`config.mk`:
```
export PLATFORM = sky130hd
export DESIGN_NAME = display_timings
export DESIGN_NICKNAME = d
export VERILOG_FILES = /design/src/rtl/display_timings.sv
export SDC_FILE = /design/constraint.sdc
export NUM_CORES = 1
export LEC_CHECK = 0
export ABC_AREA = 0
export BUFFER_PORTS_ARGS = -buffer_cell sky130_fd_sc_hd__buf_2
export CAP_MARGIN = 5
export CORE_AREA = 4 4 94 96
export DETAILED_ROUTE_END_ITERATION = 10
export DIE_AREA = 0 0 98 100
export SLEW_MARGIN = 5
export SYNTH_ARGS = -nofsm -noshare
export SYNTH_HDL_FRONTEND = slang
export SYNTH_SLANG_ARGS = --single-unit
export TNS_END_PERCENT = 20
```
`constraint.sdc`:
```
create_clock -name i_pix_clk -period 1.9 [get_ports i_pix_clk]
set_input_delay 0.38 -clock i_pix_clk [delete_from_list [all_inputs] [get_ports i_pix_clk]]
set_output_delay 0.38 -clock i_pix_clk [all_outputs]
set_load 0.02 [all_outputs]
```
`src/rtl/display_timings.sv`:
```
// Raster timing generator: scans an H_TOTAL x V_TOTAL grid on the pixel clock.
// It emits registered coordinates, syncs, data-enable and line/frame strobes.
// Every output is decoded from the same (h,v) on the same edge, so there is no skew.
module display_timings #(
    parameter int H_RES  = 640,
    parameter int H_FP   = 16,
    parameter int H_SYNC = 96,
    parameter int H_BP   = 48,
    parameter int H_POL  = 0,
    parameter int V_RES  = 480,
    parameter int V_FP   = 10,
    parameter int V_SYNC = 2,
    parameter int V_BP   = 33,
    parameter int V_POL  = 0
) (
    input  logic        i_pix_clk,
    input  logic        i_rst,
    output logic [15:0] o_sx,
    output logic [15:0] o_sy,
    output logic        o_hs,
    output logic        o_vs,
    output logic        o_de,
    output logic        o_line,
    output logic        o_frame
);

    localparam int H_TOTAL = H_RES + H_FP + H_SYNC + H_BP;
    localparam int V_TOTAL = V_RES + V_FP + V_SYNC + V_BP;

    // Region bounds are held at 17 bits: a sync that ends exactly at a
    // 65536 total would not fit in 16.
    localparam logic [16:0] H_ACT_END  = 17'(H_RES);
    localparam logic [16:0] H_SYNC_BEG = 17'(H_RES + H_FP);
    localparam logic [16:0] H_SYNC_END = 17'(H_RES + H_FP + H_SYNC);
    localparam logic [16:0] V_ACT_END  = 17'(V_RES);
    localparam logic [16:0] V_SYNC_BEG = 17'(V_RES + V_FP);
    localparam logic [16:0] V_SYNC_END = 17'(V_RES + V_FP + V_SYNC);

    // Wrap points are the last legal position, so the 16-bit counters
    // never need to represent the total itself.
    localparam logic [15:0] H_LAST = 16'(H_TOTAL - 1);
    localparam logic [15:0] V_LAST = 16'(V_TOTAL - 1);

    localparam logic HS_ON = 1'(H_POL);
    localparam logic VS_ON = 1'(V_POL);

    logic [15:0] h;
    logic [15:0] v;
    logic [16:0] h_x;
    logic [16:0] v_x;

    logic hs_act;
    logic vs_act;
    logic de_nxt;
    logic line_nxt;
    logic frame_nxt;

    assign h_x = {1'b0, h};
    assign v_x = {1'b0, v};

    // Decode the current scan position into the values to register this edge.
    always_comb begin
        hs_act    = (h_x >= H_SYNC_BEG) && (h_x < H_SYNC_END);
        vs_act    = (v_x >= V_SYNC_BEG) && (v_x < V_SYNC_END);
        de_nxt    = (h_x < H_ACT_END) && (v_x < V_ACT_END);
        line_nxt  = (h == 16'd0);
        frame_nxt = (h == 16'd0) && (v == 16'd0);
    end

    // Scan counters: h runs every cycle and v steps when h wraps.
    always_ff @(posedge i_pix_clk) begin
        if (i_rst) begin
            h <= 16'd0;
            v <= 16'd0;
        end else if (h == H_LAST) begin
            h <= 16'd0;
            v <= (v == V_LAST) ? 16'd0 : v + 16'd1;
        end else begin
            h <= h + 16'd1;
        end
    end

    // Output registers; reset drives syncs to their inactive level.
    always_ff @(posedge i_pix_clk) begin
        if (i_rst) begin
            o_sx    <= 16'd0;
            o_sy    <= 16'd0;
            o_hs    <= ~HS_ON;
            o_vs    <= ~VS_ON;
            o_de    <= 1'b0;
            o_line  <= 1'b0;
            o_frame <= 1'b0;
        end else begin
            o_sx    <= h;
            o_sy    <= v;
            o_hs    <= hs_act ? HS_ON : ~HS_ON;
            o_vs    <= vs_act ? VS_ON : ~VS_ON;
            o_de    <= de_nxt;
            o_line  <= line_nxt;
            o_frame <= frame_nxt;
        end
    end

endmodule

```
==> summary.log, run 1 <==
[status] status finished, final reports clean
[timing] minimum clock period 1800 ps
[clocking] number of buffers on the longest clock path 2
[power] Power Dens Cells 876 nW/µm²
[placement] detailed placer's ending HPWL 4490 µm
[drt] Via-to-Cell Ratio 4.92
[timing] Final Cycle Share 0.947
[layout] area growth from synthesis to final layout 26.3%
[logic_synthesis] Synth cell types 45
[timing] Max-slew headroom 0.604
[drt] detailed-route via count 2312
[worst_setup_path] length in cells of the worst reg-to-reg path 4
[layout] leading cell type in the layout, fill and taps excluded sky130_fd_sc_hd__dfxtp_1
[global_route] global-route congestion overflow total 0
[placement] port bufs 38
[drt] Post-route DRC 0
[timing] transition time at the pin with the least slew margin 588 ps
[worst_setup_path] data required time at the worst endpoint 2190 ps
[global_route] met3 Resource Use GR 0.0285
[clocking] clock transition at the registers of the reported paths 70 ps
[worst_setup_path] crit path max fanout 3
[global_route] wire length of the first global-routing pass 10500 µm
[drt] Antenna Nets Post-Route 0
[clocking] H-tree depth reported by CTS 3
[drt] First-pass DRT Iterations 4
[hold_path] Min-Delay Path Class input pin to flop
[logic_synthesis] cell count after synthesis 299
[drt] First DRT Iteration DRCs 107
[logic_synthesis] YS warnings 0
[logic_synthesis] asr flop ratio synth 0
[timing] f_max 556 MHz
[clocking] clock root cell sky130_fd_sc_hd__clkbuf_8
[logic_synthesis] number of enable-type register cells in the synthesized netlist 0
[floorplan] Die H 100 µm
[run] max-cap violations 0
[floorplan] die extent in x 98 µm
[floorplan] effective utilization at floorplan 0.340
[floorplan] total number of placement rows 33
[global_route] Tot GR Track Use 0.135
[timing] final setup vio count 0
[hold_path] Worst Hold Endpoint v[0]$_SDFFE_PP0P_
[logic_synthesis] average instance area after synthesis 9.17 µm²
[logic_synthesis] part of the Yosys area used for sequential elements 0.504
[logic_synthesis] Net Count, Synth 306
[worst_setup_path] data arrival time at the worst-slack endpoint 2090 ps
[global_route] vias in the first global route 2138
[clocking] CTS tree yes
[clocking] clock latency reported for the late side of the worst-skew pair 350 ps
[worst_setup_path] kind of critical path flop to flop
[layout] layout cell share with drive strength beyond 1 0.258
[logic_synthesis] largest area contributor in the netlist sky130_fd_sc_hd__dfxtp_1
[placement] placer congestion estimate 0.883
[hold_path] worst hold path stage count 2
[worst_setup_path] launch point of the worst path h[14]$_SDFF_PP0_
[logic_synthesis] top cells by area, synth sky130_fd_sc_hd__dfxtp_1 (50%), sky130_fd_sc_hd__nor2_1 (5.1%), sky130_fd_sc_hd__nor2b_1 (4.6%)
[timing] Hold Violations, Final 0
[global_route] maximum number of pins on one net before global-route repair 21
[timing] setup skew after layout 9.13 ps
[clocking] cts bufs inserted 9
[floorplan] top-level port count 39
[drt] sum of routed wire length over all layers 6310 µm
[global_route] Global Route met1 Usage 0.181
[layout] # diodes 0
[clocking] clock sinks 69
[layout] final std cells w/o fill 470
[layout] total of fill cells in the finished design 795
[worst_setup_path] Crit Reg-Reg Endpoint o_frame$_SDFF_PP0_
[global_route] met2 usage in global routing 0.197
[hold_path] source of the worst hold timing path i_rst
[layout] most frequent cells in the layout sky130_fd_sc_hd__dfxtp_1 (65), sky130_fd_sc_hd__buf_2 (38), sky130_fd_sc_hd__nor2_1 (37)
[floorplan] core region area 8050 µm²
[timing] max-slew violations 0
[placement] Cells after DPL 452
[worst_setup_path] critical path startpoint category flop
[timing] RSZ-0062 raised after global routing no
[worst_setup_path] reg2reg start h[14]$_SDFF_PP0_
[timing] final sum of negative setup slack 0 ps
[power] Max rail drop VDD 325 µV
[global_route] busiest metal layer after global routing met2
[power] static leakage 0.00145 µW
[worst_setup_path] critical path endpoint category flop
[floorplan] Die ar. 9800 µm²
[logic_synthesis] total standard cell area after synthesis 2740 µm²
[power] total power of the final layout 3030 µW
[logic_synthesis] Most used DFF post-synth sky130_fd_sc_hd__dfxtp_1
[drt] routed len/inst 13.4 µm
[layout] final layout net count 367
[global_route] antenna violations before repair 0
[logic_synthesis] area share of the largest cell type after synthesis 0.504
[logic_synthesis] register bit count reported by yosys 69
[worst_setup_path] Register-to-Register Setup Slack 100 ps
## metrics by stage
step	setup WS, ps	area (µm²)	util	hold slack (ps)
after floorplan	138	2740	-	438
after global placement	129	3200	0.398	454
after detailed placement	113	3200	0.398	475
after CTS	91.6	3430	0.425	336
after global routing	10.0	3460	0.430	377
final	100	3460	0.430	344
## Yosys cell counts (4+ instances only)
| cell | instances |
|---|---|
| sky130_fd_sc_hd__dfxtp_1 | 69 |
| sky130_fd_sc_hd__nor2_1 | 37 |
| sky130_fd_sc_hd__nor2b_1 | 20 |
| sky130_fd_sc_hd__nand2_1 | 19 |
| sky130_fd_sc_hd__nand3_1 | 14 |
| sky130_fd_sc_hd__inv_1 | 13 |
| sky130_fd_sc_hd__nand4_1 | 13 |
| sky130_fd_sc_hd__clkbuf_1 | 10 |
| sky130_fd_sc_hd__nor3_1 | 10 |
| sky130_fd_sc_hd__nor4_1 | 7 |
| sky130_fd_sc_hd__xnor2_1 | 7 |
| sky130_fd_sc_hd__a21oi_1 | 6 |
| sky130_fd_sc_hd__and3_1 | 6 |
| sky130_fd_sc_hd__ha_1 | 5 |
| sky130_fd_sc_hd__o21ai_1 | 5 |
| sky130_fd_sc_hd__or3_1 | 5 |
| sky130_fd_sc_hd__xor2_1 | 5 |
| sky130_fd_sc_hd__buf_2 | 4 |
| sky130_fd_sc_hd__o221ai_1 | 4 |
| sky130_fd_sc_hd__o2bb2ai_1 | 4 |
## where the power goes
group          internal (µW)  switching [µW]
Sequential              1490            34.9
Clock                    772             544
Combinational           75.3             120
Total                   2330             699
## worst max-delay path by stage
stage                         endpoint  slack (ps)  cells after the start
finish              o_frame$_SDFF_PP0_         100                      4
global route         v[6]$_SDFFE_PP0P_          10                      4
CTS                 v[10]$_SDFFE_PP0P_          90                      7
detailed placement     o_hs$_SDFF_PP1_         110                      3
global placement    v[14]$_SDFFE_PP0P_         130                      5
floorplan              o_hs$_SDFF_PP1_         140                      3
## sequential cells by signal, indices dropped and copies added (netlist names)
register  flops
h            16
o_de          1
o_frame       1
o_hs          1
o_line        1
o_sx         16
o_sy         16
o_vs          1
v            16
## kinds of logic after synthesis
family | after synthesis | synth area share
flip-flops | 69 | 0.504
AO/OA/AOI/OAI | 32 | 0.0844
buffers and inverters | 28 | 0.0402
adder cells (fa/ha/maj) | 5 | 0.0228
AND/OR/NAND/NOR | 152 | 0.307
multiplexers | 1 | 0.00365
XOR/XNOR | 12 | 0.0383
## metal layers
| metal | vias to the layer above | part of all wire |
|---|---|---|
| met5 | - | 0 |
| met4 | 0 | 0.033 |
| met3 | 19 | 0.054 |
| met2 | 68 | 0.44 |
| met1 | 1057 | 0.47 |
| li1 | 1168 | - |
## critical path, stage by stage, from the launching register on
cell	delay [ps]
sky130_fd_sc_hd__dfxtp_1	310
sky130_fd_sc_hd__or4_4	550
sky130_fd_sc_hd__or4_4	470
sky130_fd_sc_hd__nor4_4	230
sky130_fd_sc_hd__and3_1	180
## final cells by class
| cell class | count | area (µm²) | area share |
|---|---|---|---|
| Clock inverter | 6 | 86.3 | 0.0249 |
| Sequential cell | 69 | 1390 | 0.400 |
| Inverter | 13 | 48.8 | 0.0141 |
| Timing Repair Buffer | 65 | 405 | 0.117 |
| Tap cell | 105 | 131 | 0.0379 |
| Clock buffer | 10 | 138 | 0.0397 |
| Multi-Input combinational cell | 202 | 1270 | 0.366 |
## repair_timing
item | 4_1_cts | 5_1_grt
endpoints found under the setup margin | 0 | 13
buffers inserted | 0 | 2
hold buffers | 0 | 0
resized for setup | 0 | 8
Note: power is estimated with default switching activity, not from simulation.
==> run 2, diff against run 1 <==
--- a/config.mk
+++ b/config.mk
@@ -8,9 +8,10 @@
 export ABC_AREA = 0
 export BUFFER_PORTS_ARGS = -buffer_cell sky130_fd_sc_hd__buf_2
 export CAP_MARGIN = 5
-export CORE_AREA = 4 4 94 96
+export CORE_AREA = 4 4 77 79
 export DETAILED_ROUTE_END_ITERATION = 10
-export DIE_AREA = 0 0 98 100
+export DIE_AREA = 0 0 81 83
+export PLACE_DENSITY = 0.74
 export SLEW_MARGIN = 5
 export SYNTH_ARGS = -nofsm -noshare
 export SYNTH_HDL_FRONTEND = slang
==> run 2 against run 1 <==
Clock-buffer cell count is 1 higher. Die area down 31%. Largest cell class unchanged. Final cell count down 7.0%. Fmax fell by 1.4%. Clock skew is 1.3 ps lower. Sequential power is essentially flat. Total power is 1.8% higher. Critical path depth up 3.
==> summary.log, run 2 (synthesis gave the netlist of run 1 again) <==
[status] status finished, final reports clean
[floorplan] total number of placement rows 27
[drt] detailed-route via count 2346
[clocking] clock root cell sky130_fd_sc_hd__clkbuf_8
[layout] final std cells w/o fill 437
[layout] final layout net count 367
[floorplan] effective utilization at floorplan 0.514
[worst_setup_path] Crit Reg-Reg Endpoint v[12]$_SDFFE_PP0P_
[placement] detailed placer's ending HPWL 4380 µm
[layout] total of fill cells in the finished design 481
[hold_path] Min-Delay Path Class input pin to flop
[floorplan] Die H 83 µm
[drt] First-pass DRT Iterations 5
[placement] placer congestion estimate 0.869
[timing] Hold Violations, Final 0
[layout] # diodes 0
[hold_path] worst hold path stage count 3
[clocking] clock sinks 69
[global_route] maximum number of pins on one net before global-route repair 30
[clocking] cts bufs inserted 9
[power] Max rail drop VDD 627 µV
[worst_setup_path] critical path's top delay family compound AO/OA/AOI/OAI gates
[drt] routed len/inst 14.6 µm
[run] max-cap violations 0
[power] Power Dens Cells 901 nW/µm²
[clocking] CTS tree yes
[clocking] clock transition at the registers of the reported paths 80 ps
[global_route] wire length of the first global-routing pass 10100 µm
[clocking] clock latency reported for the late side of the worst-skew pair 350 ps
[layout] area growth from synthesis to final layout 25.0%
[drt] Post-route DRC 0
[power] static leakage 0.00144 µW
[timing] transition time at the pin with the least slew margin 449 ps
[floorplan] core region area 5340 µm²
[layout] layout cell share with drive strength beyond 1 0.247
[worst_setup_path] data required time at the worst endpoint 2160 ps
[timing] f_max 548 MHz
[worst_setup_path] kind of critical path flop to flop
[timing] minimum clock period 1830 ps
[worst_setup_path] critical path depth in cells 7
[layout] most frequent cells in the layout sky130_fd_sc_hd__dfxtp_1 (68), sky130_fd_sc_hd__buf_2 (38), sky130_fd_sc_hd__nor2_1 (37)
[global_route] vias in the first global route 2153
[placement] setup slack at placement -7.26 ps
[clocking] number of buffers on the longest clock path 2
[floorplan] Die ar. 6720 µm²
[layout] Multi-input gate area 1270 µm²
[drt] Via-to-Cell Ratio 5.37
[global_route] Tot GR Track Use 0.195
[worst_setup_path] critical path startpoint category flop
[worst_setup_path] critical path endpoint category flop
[timing] max-slew violations 0
[timing] setup skew after layout 7.86 ps
[placement] Cells after DPL 420
[hold_path] Worst Hold Endpoint o_line$_SDFF_PP0_
[timing] Max-slew headroom 0.698
[worst_setup_path] reg2reg start v[1]$_SDFFE_PP0P_
[clocking] Post-CTS Setup Repair Bufs 0
[worst_setup_path] data arrival time at the worst-slack endpoint 2080 ps
[clocking] H-tree depth reported by CTS 3
[worst_setup_path] length in cells of the worst reg-to-reg path 7
[drt] Antenna Nets Post-Route 0
[layout] register area 1380 µm²
[worst_setup_path] Crit path largest cell delay 430 ps
[worst_setup_path] Register-to-Register Setup Slack 70 ps
[worst_setup_path] crit path max fanout 6
[drt] sum of routed wire length over all layers 6390 µm
[floorplan] die extent in x 81 µm
[timing] final setup vio count 0
[timing] setup ws final 74.6 ps
[timing] Final Cycle Share 0.961
[global_route] antenna violations before repair 0
[layout] leading cell type in the layout, fill and taps excluded sky130_fd_sc_hd__dfxtp_1
[worst_setup_path] Crit-path slowest cell sky130_fd_sc_hd__dfxtp_1
[worst_setup_path] sum of buffers and inverters on the critical path 2
[hold_path] source of the worst hold timing path i_rst
[worst_setup_path] worst-path cell chain inv_1, ha_1, and4b_1, a41oi_2, buf_4, nand2_1, o221ai_1
[global_route] global-route congestion overflow total 0
[drt] First DRT Iteration DRCs 168
[placement] port bufs 38
[floorplan] top-level port count 39
## run 2: cell types whose count changed in the layout (fill, tap and decap cells not counted), moves of 2 or more
cell	previous run	this run
sky130_fd_sc_hd__clkinvlp_4	1	3
sky130_fd_sc_hd__dfxtp_2	4	1
sky130_fd_sc_hd__clkinv_2	2	0
sky130_fd_sc_hd__dfxtp_1	65	68
## run 2: metrics by stage
step                total power [µW]  instance area, µm²  hold WS (ps)  setup TNS, ps   util
floorplan                       1670                2740           438              0      -
global placement                1740                3160           453              0  0.591
detailed placement              1750                3160           463          -7.26  0.591
CTS                             3100                3400           413              0  0.636
global route                    3190                3430           431          -14.1  0.642
finish                          3090                3430           428              0  0.642
## run 2: where the power goes
group,total [µW],switching (µW),internal (µW)
Sequential,1520,34.7,1490
Combinational,201,125,75.9
Clock,1370,556,810
## run 2: timing repair
action,CTS,global route
hold endpoints to repair,0,0
hold buffers,0,0
resized for setup,1,6
setup endpoints to repair,3,9
cloned,0,1
## run 2: worst max-delay path by stage
stage,slack (ps),startpoint,to
global placement,80,v[0]$_SDFFE_PP0P_,v[5]$_SDFFE_PP0P_
finish,70,v[1]$_SDFFE_PP0P_,v[12]$_SDFFE_PP0P_
global route,-10,v[1]$_SDFFE_PP0P_,v[12]$_SDFFE_PP0P_
CTS,60,v[0]$_SDFFE_PP0P_,v[12]$_SDFFE_PP0P_
floorplan,140,h[11]$_SDFF_PP0_,o_hs$_SDFF_PP1_
detailed placement,-7,v[1]$_SDFFE_PP0P_,v[12]$_SDFFE_PP0P_
## run 2: tightest hold or removal path, stage by stage
cell                     delay [ps]
sky130_fd_sc_hd__buf_2          150
sky130_fd_sc_hd__or4_4          160
sky130_fd_sc_hd__nor4_4          40
## run 2: cell type report
class | count | share of cell area
well taps | 72 | 0.0263
multi-input cells | 202 | 0.372
clock buffers | 11 | 0.0442
repair buffers | 65 | 0.116
clock inverters | 5 | 0.0241
flip-flops and latches | 69 | 0.403
inverters | 13 | 0.0142
## run 2: routing by layer
metal | vias to the layer above | global-route usage | wire [µm]
met4 | 0 | 0.101 | 110
li1 | 1168 | - | -
met1 | 1087 | 0.258 | 2910
met3 | 10 | 0.0445 | 388
met5 | - | 0 | 0
met2 | 81 | 0.293 | 2980
==> run 3, diff against run 2 <==
==> constraint.sdc (replaced) <==
create_clock -name i_pix_clk -period 2.18 [get_ports i_pix_clk]
set_input_delay 0.436 -clock i_pix_clk [delete_from_list [all_inputs] [get_ports i_pix_clk]]
set_output_delay 0.436 -clock i_pix_clk [all_outputs]
set_load 0.02 [all_outputs]
==> run 3 against run 2 <==
Hold slack gained 38 ps. Global-route usage fell by 0.82 points. Largest power group unchanged. Critical path type unchanged. Clock skew barely moved. Routed wire length decreased by 9.3%. Worst setup slack improved by 240 ps. Critical endpoint is now o_hs$_SDFF_PP1_.
==> summary.log, run 3 (synthesis gave the netlist of run 1 again) <==
[drt] routed len/inst 13.9 µm
[timing] final setup vio count 0
[worst_setup_path] kind of critical path flop to flop
[clocking] cts bufs inserted 9
[run] max-cap violations 0
[power] Max rail drop VDD 531 µV
[global_route] Tot GR Track Use 0.187
[layout] final core area utilization 0.600
[global_route] vias in the first global route 2032
[timing] worst hold-check slack 467 ps
[floorplan] effective utilization at floorplan 0.514
[floorplan] die extent in x 81 µm
[layout] final std cells w/o fill 417
[timing] max-slew violations 0
[worst_setup_path] Register-to-Register Setup Slack 320 ps
[global_route] global-route congestion overflow total 0
[worst_setup_path] crit path max fanout 6
[placement] port bufs 38
[drt] Via-to-Cell Ratio 5.36
[drt] Antenna Nets Post-Route 0
[clocking] post-CTS sizing 0
[power] switching power 596 µW
[timing] f_max 537 MHz
[power] sequential power share 0.539
[worst_setup_path] critical path endpoint category flop
[layout] final layout net count 347
[layout] Final Instance Area 3200 µm²
[placement] placer congestion estimate 0.847
[clocking] CTS hold repair buffers 0
[worst_setup_path] data required time at the worst endpoint 2400 ps
[timing] Hold Violations, Final 0
[global_route] wire length of the first global-routing pass 9750 µm
[layout] leading cell type in the layout, fill and taps excluded sky130_fd_sc_hd__dfxtp_1
[layout] # diodes 0
[power] relative contribution of combinational cells to total power 0.060
[placement] detailed placer's ending HPWL 4020 µm
[floorplan] total number of placement rows 27
[hold_path] Min-Delay Path Class input pin to flop
[drt] Post-route DRC 0
[power] switching portion of total power 0.242
[clocking] Post-CTS Setup Repair Bufs 0
[drt] detailed-route via count 2236
[floorplan] top-level port count 39
[drt] highest metal used met4
[floorplan] Die ar. 6720 µm²
[global_route] maximum number of pins on one net before global-route repair 32
[clocking] clock sinks 69
[worst_setup_path] data arrival time at the worst-slack endpoint 2090 ps
[power] Cell Int Power 1870 µW
[global_route] antenna violations before repair 0
[placement] Cells after DPL 401
[layout] layout cell share with drive strength beyond 1 0.191
[drt] met2 layer wire length in the routed design 2570 µm
[drt] First DRT Iteration DRCs 123
[clocking] clock latency reported for the late side of the worst-skew pair 340 ps
[power] static leakage 0.00133 µW
[timing] transition time at the pin with the least slew margin 516 ps
[placement] Placed Area 3010 µm²
[power] relative contribution of the clock network to total power 0.401
[drt] met3 WL 319 µm
[floorplan] core region area 5340 µm²
[timing] setup skew after layout 8.36 ps
[timing] final sum of negative setup slack 0 ps
[timing] Max-slew headroom 0.653
[floorplan] Die H 83 µm
[power] Power Dens Cells 769 nW/µm²
[drt] First-pass DRT Iterations 4
[drt] sum of routed wire length over all layers 5800 µm
[layout] area growth from synthesis to final layout 16.8%
[timing] RSZ-0062 raised after global routing no
[clocking] H-tree depth reported by CTS 3
[clocking] CTS tree yes
[timing] minimum clock period 1860 ps
[clocking] number of buffers on the longest clock path 2
[drt] sum of routed wire segments on met1 2780 µm
[timing] Final Cycle Share 0.854
[worst_setup_path] critical path startpoint category flop
[layout] most frequent cells in the layout sky130_fd_sc_hd__dfxtp_1 (69), sky130_fd_sc_hd__buf_2 (38), sky130_fd_sc_hd__nor2_1 (37)
[clocking] clock root cell sky130_fd_sc_hd__clkbuf_8
[status] status finished, final reports clean
[clocking] clock transition at the registers of the reported paths 70 ps
run 3: cell count changes in the layout (fill, tap and decap cells not counted), sizes merged:
cell      before  now
bufinv         2    1
clkinv         0    5
clkbuf        12    9
buf           64   45
clkinvlp       3    1
run 3: final cells by class:
type | instances | area [µm²]
fill | 482 | 2130
clock inverter | 7 | 66.3
multi-input combinational | 202 | 1250
timing repair buffer | 45 | 243
inverter | 13 | 48.8
sequential | 69 | 1380
clock buffer | 9 | 124
tap | 72 | 90.1
run 3: path summary, 6_finish.rpt:
path | to | startpoint | cells after the start
max | o_hs$_SDFF_PP1_ | h[11]$_SDFF_PP0_ | 3
min | o_sy[13]$_SDFF_PP0_ | i_rst | 2
max reg2reg | o_hs$_SDFF_PP1_ | h[11]$_SDFF_PP0_ | 3
min reg2reg | h[0]$_SDFF_PP0_ | h[0]$_SDFF_PP0_ | 1
run 3: worst max-delay path, cell delays in order (launching register included):
cell and delay, ps:
sky130_fd_sc_hd__dfxtp_1 370, sky130_fd_sc_hd__or4_4 550, sky130_fd_sc_hd__or4_4 460, sky130_fd_sc_hd__or3_1 360
run 3: routing by layer:
metal	vias up	global-route usage
met3	11	0.0401
met1	1026	0.262
met4	0	0.0968
met5	-	0
li1	1130	-
met2	69	0.266
run 3: power groups by stage:
stage	sequential [µW]	clock (µW)	combinational [µW]
final	1330	987	148
after global placement	1360	0	145
after CTS	1330	1000	149
after detailed placement	1360	0	148
after global routing	1330	1060	167
after floorplan	1370	0	90.6
run 3: stage by stage:
stage / setup WS (ps) / total power (µW)
after floorplan: 418 / 1460
after global placement: 385 / 1500
after detailed placement: 344 / 1500
after CTS: 321 / 2480
after global routing: 178 / 2560
final: 317 / 2460
